File: config.mk
export PLATFORM = sky130hd
export DESIGN_NAME = snake_control
export DESIGN_NICKNAME = d
export VERILOG_FILES = /design/src/rtl/snake_pkg.sv /design/src/rtl/btn_debounce.sv /design/src/rtl/snake_control.sv
export SDC_FILE = /design/constraint.sdc
export NUM_CORES = 1
export LEC_CHECK = 0
export BUFFER_PORTS_ARGS = -buffer_cell sky130_fd_sc_hd__buf_2
export CELL_PAD_IN_SITES_DETAIL_PLACEMENT = 0
export CELL_PAD_IN_SITES_GLOBAL_PLACEMENT = 2
export CORE_UTILIZATION = 25
export CTS_BUF_LIST = sky130_fd_sc_hd__clkbuf_8
export DETAILED_ROUTE_END_ITERATION = 7
export PLACE_DENSITY_LB_ADDON = 0.3
export REMOVE_ABC_BUFFERS = 1
export SKIP_LAST_GASP = 1
export SLEW_MARGIN = 20
export SYNTH_ARGS = -nofsm -noshare
export SYNTH_HDL_FRONTEND = slang
export SYNTH_SLANG_ARGS = --single-unit
File: constraint.sdc
create_clock -name clk -period 2.9 [get_ports clk]
set_clock_uncertainty 0.15 [all_clocks]
set_input_delay 0.725 -clock clk [delete_from_list [all_inputs] [get_ports clk]]
set_output_delay 0.725 -clock clk [all_outputs]
set_load 0.01 [all_outputs]
File: src/rtl/snake_pkg.sv
// Shared types and helpers for the snake control and drawing stages.
// Direction codes, game-state codes, reversal lookup and button priority decode.
package snake_pkg;

    typedef enum logic [2:0] {
        DIR_IDLE  = 3'b000,
        DIR_UP    = 3'b001,
        DIR_DOWN  = 3'b010,
        DIR_LEFT  = 3'b011,
        DIR_RIGHT = 3'b100
    } dir_t;

    // Only PLAY is acted on; every other code means "not playing".
    typedef enum logic [1:0] {
        GS_PLAY      = 2'b01,
        GS_GAME_OVER = 2'b11
    } game_state_t;

    // The direction that would make the snake turn back onto itself.
    function automatic dir_t opposite(input dir_t d);
        case (d)
            DIR_UP:    return DIR_DOWN;
            DIR_DOWN:  return DIR_UP;
            DIR_LEFT:  return DIR_RIGHT;
            DIR_RIGHT: return DIR_LEFT;
            default:   return DIR_IDLE;
        endcase
    endfunction

    // Several held buttons resolve as UP > DOWN > LEFT > RIGHT.
    function automatic dir_t decode_request(input logic up, input logic down,
                                            input logic left, input logic right);
        if (up)    return DIR_UP;
        if (down)  return DIR_DOWN;
        if (left)  return DIR_LEFT;
        if (right) return DIR_RIGHT;
        return DIR_IDLE;
    endfunction

endpackage

File: src/rtl/btn_debounce.sv
// Two-flop synchroniser followed by a stability counter for one raw button.
// The filtered level flips only after the synchronised input has disagreed
// with it for DEBOUNCE_CYCLES consecutive clocks (DEBOUNCE_CYCLES+2 from a raw edge).
module btn_debounce #(
    parameter int DEBOUNCE_CYCLES = 250000
) (
    input  logic clk,
    input  logic reset,
    input  logic btn,
    output logic level
);

    localparam int CW = $clog2(DEBOUNCE_CYCLES + 1);

    logic          sync1;
    logic          sync2;
    logic [CW-1:0] count;

    // Bring the asynchronous button into the clk domain.
    always_ff @(posedge clk) begin
        if (reset) begin
            sync1 <= 1'b0;
            sync2 <= 1'b0;
        end else begin
            // NOTE: non-blocking so sync1 and sync2 stay two distinct stages;
            // blocking here would collapse the chain into a single flop.
            sync1 <= btn;
            sync2 <= sync1;
        end
    end

    // Count consecutive disagreeing samples; any agreeing sample restarts the count.
    always_ff @(posedge clk) begin
        if (reset) begin
            level <= 1'b0;
            count <= '0;
        end else if (sync2 != level) begin
            if (count == CW'(DEBOUNCE_CYCLES - 1)) begin
                level <= ~level;
                count <= '0;
            end else begin
                count <= count + 1'b1;
            end
        end else begin
            count <= '0;
        end
    end

endmodule

File: src/rtl/snake_control.sv
// Snake control: debounced buttons -> direction code plus one-clock move strobe.
// Optional feature macro SNAKE_SPEEDUP_EN: each grow pulse in PLAY shortens the
// move period by one frame down to MIN_PERIOD; leaving PLAY restores MOVE_PERIOD.
// Without the macro, grow is ignored and the period is fixed at MOVE_PERIOD.
module snake_control
    import snake_pkg::*;
#(
    parameter int DEBOUNCE_CYCLES = 250000,
    parameter int MOVE_PERIOD     = 6,
    parameter int MIN_PERIOD      = 2
) (
    input  logic       clk,
    input  logic       reset,
    input  logic       btn_up,
    input  logic       btn_down,
    input  logic       btn_left,
    input  logic       btn_right,
    input  logic       frame_tick,
    input  logic [1:0] game_state,
    input  logic       grow,
    output logic [2:0] direction,
    output logic       update
);

    localparam int PW = $clog2(MOVE_PERIOD + 1);

    logic          lvl_up, lvl_down, lvl_left, lvl_right;
    dir_t          request;
    dir_t          dir_q;
    dir_t          pending_q;
    dir_t          dir_after;
    logic          accept;
    logic          play;
    logic          due;
    logic [PW-1:0] count_q;
    logic [PW-1:0] period;

    btn_debounce #(.DEBOUNCE_CYCLES(DEBOUNCE_CYCLES)) u_db_up (
        .clk(clk), .reset(reset), .btn(btn_up), .level(lvl_up)
    );
    btn_debounce #(.DEBOUNCE_CYCLES(DEBOUNCE_CYCLES)) u_db_down (
        .clk(clk), .reset(reset), .btn(btn_down), .level(lvl_down)
    );
    btn_debounce #(.DEBOUNCE_CYCLES(DEBOUNCE_CYCLES)) u_db_left (
        .clk(clk), .reset(reset), .btn(btn_left), .level(lvl_left)
    );
    btn_debounce #(.DEBOUNCE_CYCLES(DEBOUNCE_CYCLES)) u_db_right (
        .clk(clk), .reset(reset), .btn(btn_right), .level(lvl_right)
    );

    assign request = decode_request(lvl_up, lvl_down, lvl_left, lvl_right);
    assign play    = (game_state == GS_PLAY);

    // ">=" rather than "==" so a period shortened mid-interval can never
    // leave the counter stranded above the new compare value.
    assign due = play && frame_tick && (count_q >= (period - 1'b1));

    // Reversal check is made against the direction that will be committed
    // after this edge, so a request arriving with an update is judged
    // against the newly committed direction, never against pending.
    assign dir_after = due ? pending_q : dir_q;
    assign accept    = (request != DIR_IDLE) &&
                       ((dir_after == DIR_IDLE) || (request != opposite(dir_after)));

`ifdef SNAKE_SPEEDUP_EN
    // Shorten the move period on each grow in PLAY; restore it outside PLAY.
    always_ff @(posedge clk) begin
        if (reset || !play) begin
            period <= PW'(MOVE_PERIOD);
        end else if (grow && (int'(period) > MIN_PERIOD)) begin
            period <= period - 1'b1;
        end
    end
`else
    logic unused_cfg;
    assign period     = PW'(MOVE_PERIOD);
    assign unused_cfg = grow ^ (MIN_PERIOD > 0);
`endif

    // Frame pacing, direction commit and pending-request capture.
    always_ff @(posedge clk) begin
        if (reset) begin
            // NOTE: every register here takes a reset value; there is no
            // memory array in this block, so nothing is left unknown.
            dir_q     <= DIR_IDLE;
            pending_q <= DIR_IDLE;
            count_q   <= '0;
            update    <= 1'b0;
        end else if (!play) begin
            dir_q     <= DIR_IDLE;
            pending_q <= DIR_IDLE;
            count_q   <= '0;
            update    <= 1'b0;
        end else begin
            update <= due;
            if (due) begin
                count_q <= '0;
                dir_q   <= pending_q;
            end else if (frame_tick) begin
                count_q <= count_q + 1'b1;
            end
            if (accept) begin
                pending_q <= request;
            end
        end
    end

    assign direction = dir_q;

endmodule
### Word level (Yosys, flattened, before mapping)

Cells that the tools add are included.

| word-level totals | value |
|---|---|
| register bits | 94 |
| output and inout port bits | 4 |
| logic and storage cells | 85 |
| input bits | 10 |

| operators by class | value |
|---|---|
| reduce and logical (&&, ||, !) cells | 16 |
| equality and inequality tests | 14 |
| order comparisons | 1 |
| multiplexer cells | 20 |
| bitwise logic cells | 9 |
| add/sub/neg operators | 5 |

Operators by type and width:

| cell | number |
|---|---|
| $add A18 B1 Y18 const B | 4 |
| $eq A18 B18 Y1 const B | 4 |
| $mux W3 | 9 |
| $reduce_or A3 Y1 | 5 |
| $pmux W3 S4 | 1 |
| $mux W1 | 10 |
| $not A1 Y1 | 9 |
| $reduce_and A2 Y1 | 4 |
| $eq A3 B2 Y1 const B | 2 |
| $ne A1 B1 Y1 | 4 |
| $add A3 B1 Y3 const B | 1 |
| $eq A3 B1 Y1 const B | 1 |
| $eq A3 B3 Y1 const B | 1 |
| $ge A3 B3 Y1 const B | 1 |
| $logic_and A1 B1 Y1 | 3 |
| $logic_not A3 Y1 | 1 |
| $ne A3 B3 Y1 | 1 |
| $reduce_bool A3 Y1 | 1 |
| $eq A2 B1 Y1 const B | 1 |
| $reduce_or A2 Y1 | 1 |
| $logic_or A1 B1 Y1 | 1 |

### Depth between registers and ports, before layout

| logic depth | value |
|---|---|
| depth after elaboration | 14 |
| gate-level depth with buffers | 8 |
| depth with buffers taken out | 8 |

### Cells and area by module

Synthesis repeated with hierarchy kept, for this count alone.

| unflattened totals | value |
|---|---|
| cell total of the unflattened synthesis | 491 |
| area, all modules | 4486.8 sq um |

By module, submodules not included:

| module | area each (sq um) | sequential area each (sq um) | cells each | times used |
|---|---|---|---|---|
| btn_debounce | 940.9 | 420.4 | 104 | 4 |
| snake_control | 723.2 | 200.2 | 75 | 1 |

### Least setup slack after synthesis

OpenSTA, ideal clock, no wires.

| timing path | value |
|---|---|
| kind | input to register |
| start | input port game_state[0] |
| end | register pending_q[0] |
| stages | 6 |
| buffers on the path | 0 |
| path slack | 0.643 ns |
| required time | 2.634 ns |
| arrival time | 1.991 ns |
| setup time | 0.116 ns |
| path through | or2b_2 -> nor2_4 -> a21oi_1 -> a32o_1 -> a2111o_1 -> o211a_1 |

| between the ends | value |
|---|---|
| longest elaborated chain between the ends | 9 |
| elaborated cells on any way between the ends | 15 |
| those cells by class | 6 x eq/ne; 2 x mux; 1 x bitwise; 6 x reduce/logical |

RTL lines:

| element | RTL line | source |
|---|---|---|
| from (decl) | snake_control.sv:19 | `input logic [1:0] game_state,` |
| $eq A2 B1 Y1 (*) | snake_control.sv:52 | `assign play = (game_state == GS_PLAY);` |
| $logic_and A1 B1 Y1 (2 in a row) | snake_control.sv:56 | `assign due = play && frame_tick && (count_q >= (period - 1'b1));` |
| $mux W3 | n/a |  |
| $eq A3 B3 Y1, or another cell as far along | snake_pkg.sv:21 | `case (d)` |
| $pmux W3 S4 | snake_pkg.sv:21 |  |
| $ne A3 B3 Y1 | snake_control.sv:63 | `((dir_after == DIR_IDLE) \|\| (request != opposite(dir_after)));` |
| $logic_or A1 B1 Y1 | snake_control.sv:63 |  |
| $logic_and A1 B1 Y1 | snake_control.sv:62 | `assign accept = (request != DIR_IDLE) &&` |
| to (signal assigned) | snake_control.sv:103 | `pending_q <= request;` |
| to (decl) | snake_control.sv:30 | `dir_t pending_q;` |

Mark *: on every way between the ends. The rest lies on a longest branch, timed or not.
A chain may end at the register's enable or synchronous reset.

### Worst setup path in the final report

| timing path | value |
|---|---|
| start | register count_q[1] |
| end | register pending_q[0] |

| between the ends | value |
|---|---|
| longest elaborated chain between the ends | 8 |
| elaborated cells on any way between the ends | 12 |
| those cells by class | 1 x order compare; 5 x eq/ne; 2 x mux; 4 x reduce/logical |

RTL lines:

| element | RTL line | source |
|---|---|---|
| from (decl) | snake_control.sv:35 | `logic [PW-1:0] count_q;` |
| from (signal assigned) | snake_control.sv:100 | `count_q <= count_q + 1'b1;` |
| $ge A3 B3 Y1 (*) | snake_control.sv:56 |  |
| $logic_and A1 B1 Y1 (*) | snake_control.sv:56 |  |
| $mux W3 (*) | n/a |  |
| $eq A3 B3 Y1, or another cell as far along | snake_pkg.sv:21 |  |
| $pmux W3 S4 | snake_pkg.sv:21 |  |
| $ne A3 B3 Y1 | snake_control.sv:63 |  |
| $logic_or A1 B1 Y1 (*) | snake_control.sv:63 |  |
| $logic_and A1 B1 Y1 (*) | snake_control.sv:62 |  |

Marked as above.

==> flow_metrics.tcl <==
set metrics [dict create \
    status "complete, no violations" \
    fmax_mhz 426 \
    avgSynthCellArea_sq_um 8.92 \
    critPathCaptureType "register" \
    drt_first_pass_iters 4 \
    path_clk_slew_ns 0.09 \
    crit_path_start_kind "register" \
    synth_seq_cells 94 \
    synth_area_sq_um 4130 \
    placed_cells 678 \
    yosysSeqAreaShare_pct 45.6 \
    vias 2987 \
    drc_errors 0 \
    synthCells 463 \
    slew_headroom_pct 58.3 \
    reg2reg_from "count_q[1]" \
    cp-endpoint "pending_q[0]" \
    fin_crit_sh_pct 80.9 \
    setup_violations 0 \
    drtAntennaViolNets 0 \
    min_path_type "register to register" \
    hold_viol_final 0 \
    routedWlPerCell_um 11.2 \
    synthArstFlopShare_pct 0 \
    cp-startpoint "count_q[1]" \
    htree_levels 3 \
    place_congestion 0.704 \
    path_class "register to register" \
    synthToLayoutAreaGrowth_pct 10.6 \
    rows 46 \
    clockBufferDepth 2 \
    ir_drop_mv 0.213 \
    via_per_inst 4.30 \
    root_buffer "clkbuf_8" \
    drt_iter0_markers 107 \
    fill_cells 1757 \
    cts_made_buffers 9 \
    multiInputGateArea_sq_um 2110 \
    place_area_sq_um 4360 \
    cts-hold-fix-buffers 0 \
    synth_cell_types 49 \
    cts_tree "built" \
    power_leakage_nw 1.45 \
    worst_pin_slew_ns 0.626 \
    chipHeight_um 130 \
    routed_wirelength_mm 7.80 \
    cp_max_fo 5 \
    arrival_ns 2.46 \
    post_cts_buffers 0 \
    stdcell_count 694 \
    antenna_cells 0 \
    first_global_vias 2775 \
    io_buffers 12 \
    total_power_mw 2.24 \
    die_w_um 130 \
    maxCapViolCount 0 \
    yosys_warnings 0 \
    core_sq_um 16000 \
    synth-edff-count 0 \
    dieArea_sq_um 17000 \
    seq_area_sq_um 1880 \
    ff2ff_path_depth 8 \
    clock_sinks 94 \
    critPathRequiredTime_ns 3.01 \
    rsz0062_at_grt "false" \
    grt_max_degree 20 \
    min_period_ns 2.35 \
    power_density_nw_per_um2 490 \
    setup-tns-final_ns 0 \
    design_area_sq_um 4560 \
    timing.rr.end "pending_q[0]" \
    finalMaxSlewViolations 0 \
    regToRegSetupSlack_ns 0.55 \
    ioPinCount 14 \
    yosysTopAreaCell "dfxtp_1" \
    synth_top_area_share_pct 45.6 \
    final_nets 489 \
    layout-drive-gt1-share_pct 7.74 \
    cts_resized 0 \
    ys_top_cells_by_area "dfxtp_1 46%, nor2_1 9.6%, xor2_1 8.7%, xnor2_1 6.2%, nand3_1 3.5%" \
    start_util_pct 25.8 \
    yosysMostFrequentCell "nor2_1" \
    grt_remaining_overflow 0 \
    dp.final_hpwl_mm 5.30 \
    antenna_found_initial 0 \
    clock_latency_ns 0.36 \
    synth_flop_cell "dfxtp_1" \
    grt_pass1_wl_mm 13.6 \
    synth_common_cells "106 x nor2_1, 94 x dfxtp_1, 41 x xor2_1" \
    grtUsageTotal_pct 10.3 \
]
-- power by group --
part	internal [mW]	switching, mW	total (mW)
Clock	0.439	0.460	0.899
Sequential	1.30	0.00454	1.30
Combinational	0.0135	0.0219	0.0355
-- sequential cells by signal, indices dropped and copies added (netlist names), 3 cells and up --
name / cells
count_q: 3
direction: 3
pending_q: 3
u_db_down.count: 18
u_db_left.count: 18
u_db_right.count: 18
u_db_up.count: 18
-- how the worst min path moves through the flow --
stage                      from  slack, ns  cells past startpoint                to
6_report       u_db_up.count[0]       0.30                      1  u_db_up.count[0]
5_1_grt        u_db_up.count[0]       0.32                      1  u_db_up.count[0]
4_1_cts        u_db_up.count[0]       0.30                      1  u_db_up.count[0]
3_5_place_dp      u_db_up.sync1       0.28                      1     u_db_up.sync2
3_3_place_gp      u_db_up.sync1       0.27                      1     u_db_up.sync2
2_1_floorplan  u_db_up.count[0]       0.26                      1  u_db_up.count[0]
-- layout make-up --
cell class                 count  share of cell area (%)
clock buffer                  11                    3.32
multi-input combinational    347                    46.3
tap                          216                    5.92
inverter                       8                   0.658
sequential                    94                    41.2
timing repair buffer          13                    1.48
clock inverter                 5                    1.10
-- per-layer routing --
metal	GRT usage [%]	up-vias	part of all wire (%)
met5	0	-	0
met4	5.07	0	1.9
met3	2.93	9	2.8
met2	15.0	28	42
met1	14.0	1370	53
li1	-	1580	-
-- critical path, cell delays in order (launching register included) --
cell       delay (ns)
dfxtp_1          0.43
inv_1            0.07
ha_1             0.20
o211ai_1         0.34
o21ai_1          0.14
a21oi_1          0.21
o2bb2ai_1        0.15
a2111o_1         0.42
o211a_1          0.12
-- per-stage QoR --
stage | setup WS [ns] | hold WS (ns) | utilization [%]
floorplan | 0.643 | 0.263 | -
global placement | 0.423 | 0.270 | 27.3
detailed placement | 0.396 | 0.281 | 27.3
CTS | 0.568 | 0.299 | 28.5
global route | 0.381 | 0.318 | 28.5
finish | 0.555 | 0.297 | 28.5
-- logic make-up after synthesis --
kind of cell	share of synthesized area, %
simple gates	27.9
flops	45.6
xor+xnor	14.9
compound gates	4.52
buf+inv	3.21
mux	2.09
fa+ha+maj	1.82
-- cell usage in the layout (no fill, tap or decap), drive strengths merged, types with 4 or more instances in the layout --
| master | n |
|---|---|
| inv | 10 |
| ha | 6 |
| and4 | 5 |
| a21oi | 9 |
| mux2i | 6 |
| dfxtp | 94 |
| nor3 | 10 |
| nand2 | 30 |
| buf | 13 |
| nor4 | 6 |
| clkbuf | 11 |
| nor2 | 108 |
| nor2b | 10 |
| nand4 | 18 |
| or3 | 4 |
| nor4b | 5 |
| nand3 | 29 |
| xnor2 | 29 |
| xor2 | 41 |
| and3 | 4 |
Note: power is estimated with default switching activity, not from simulation.
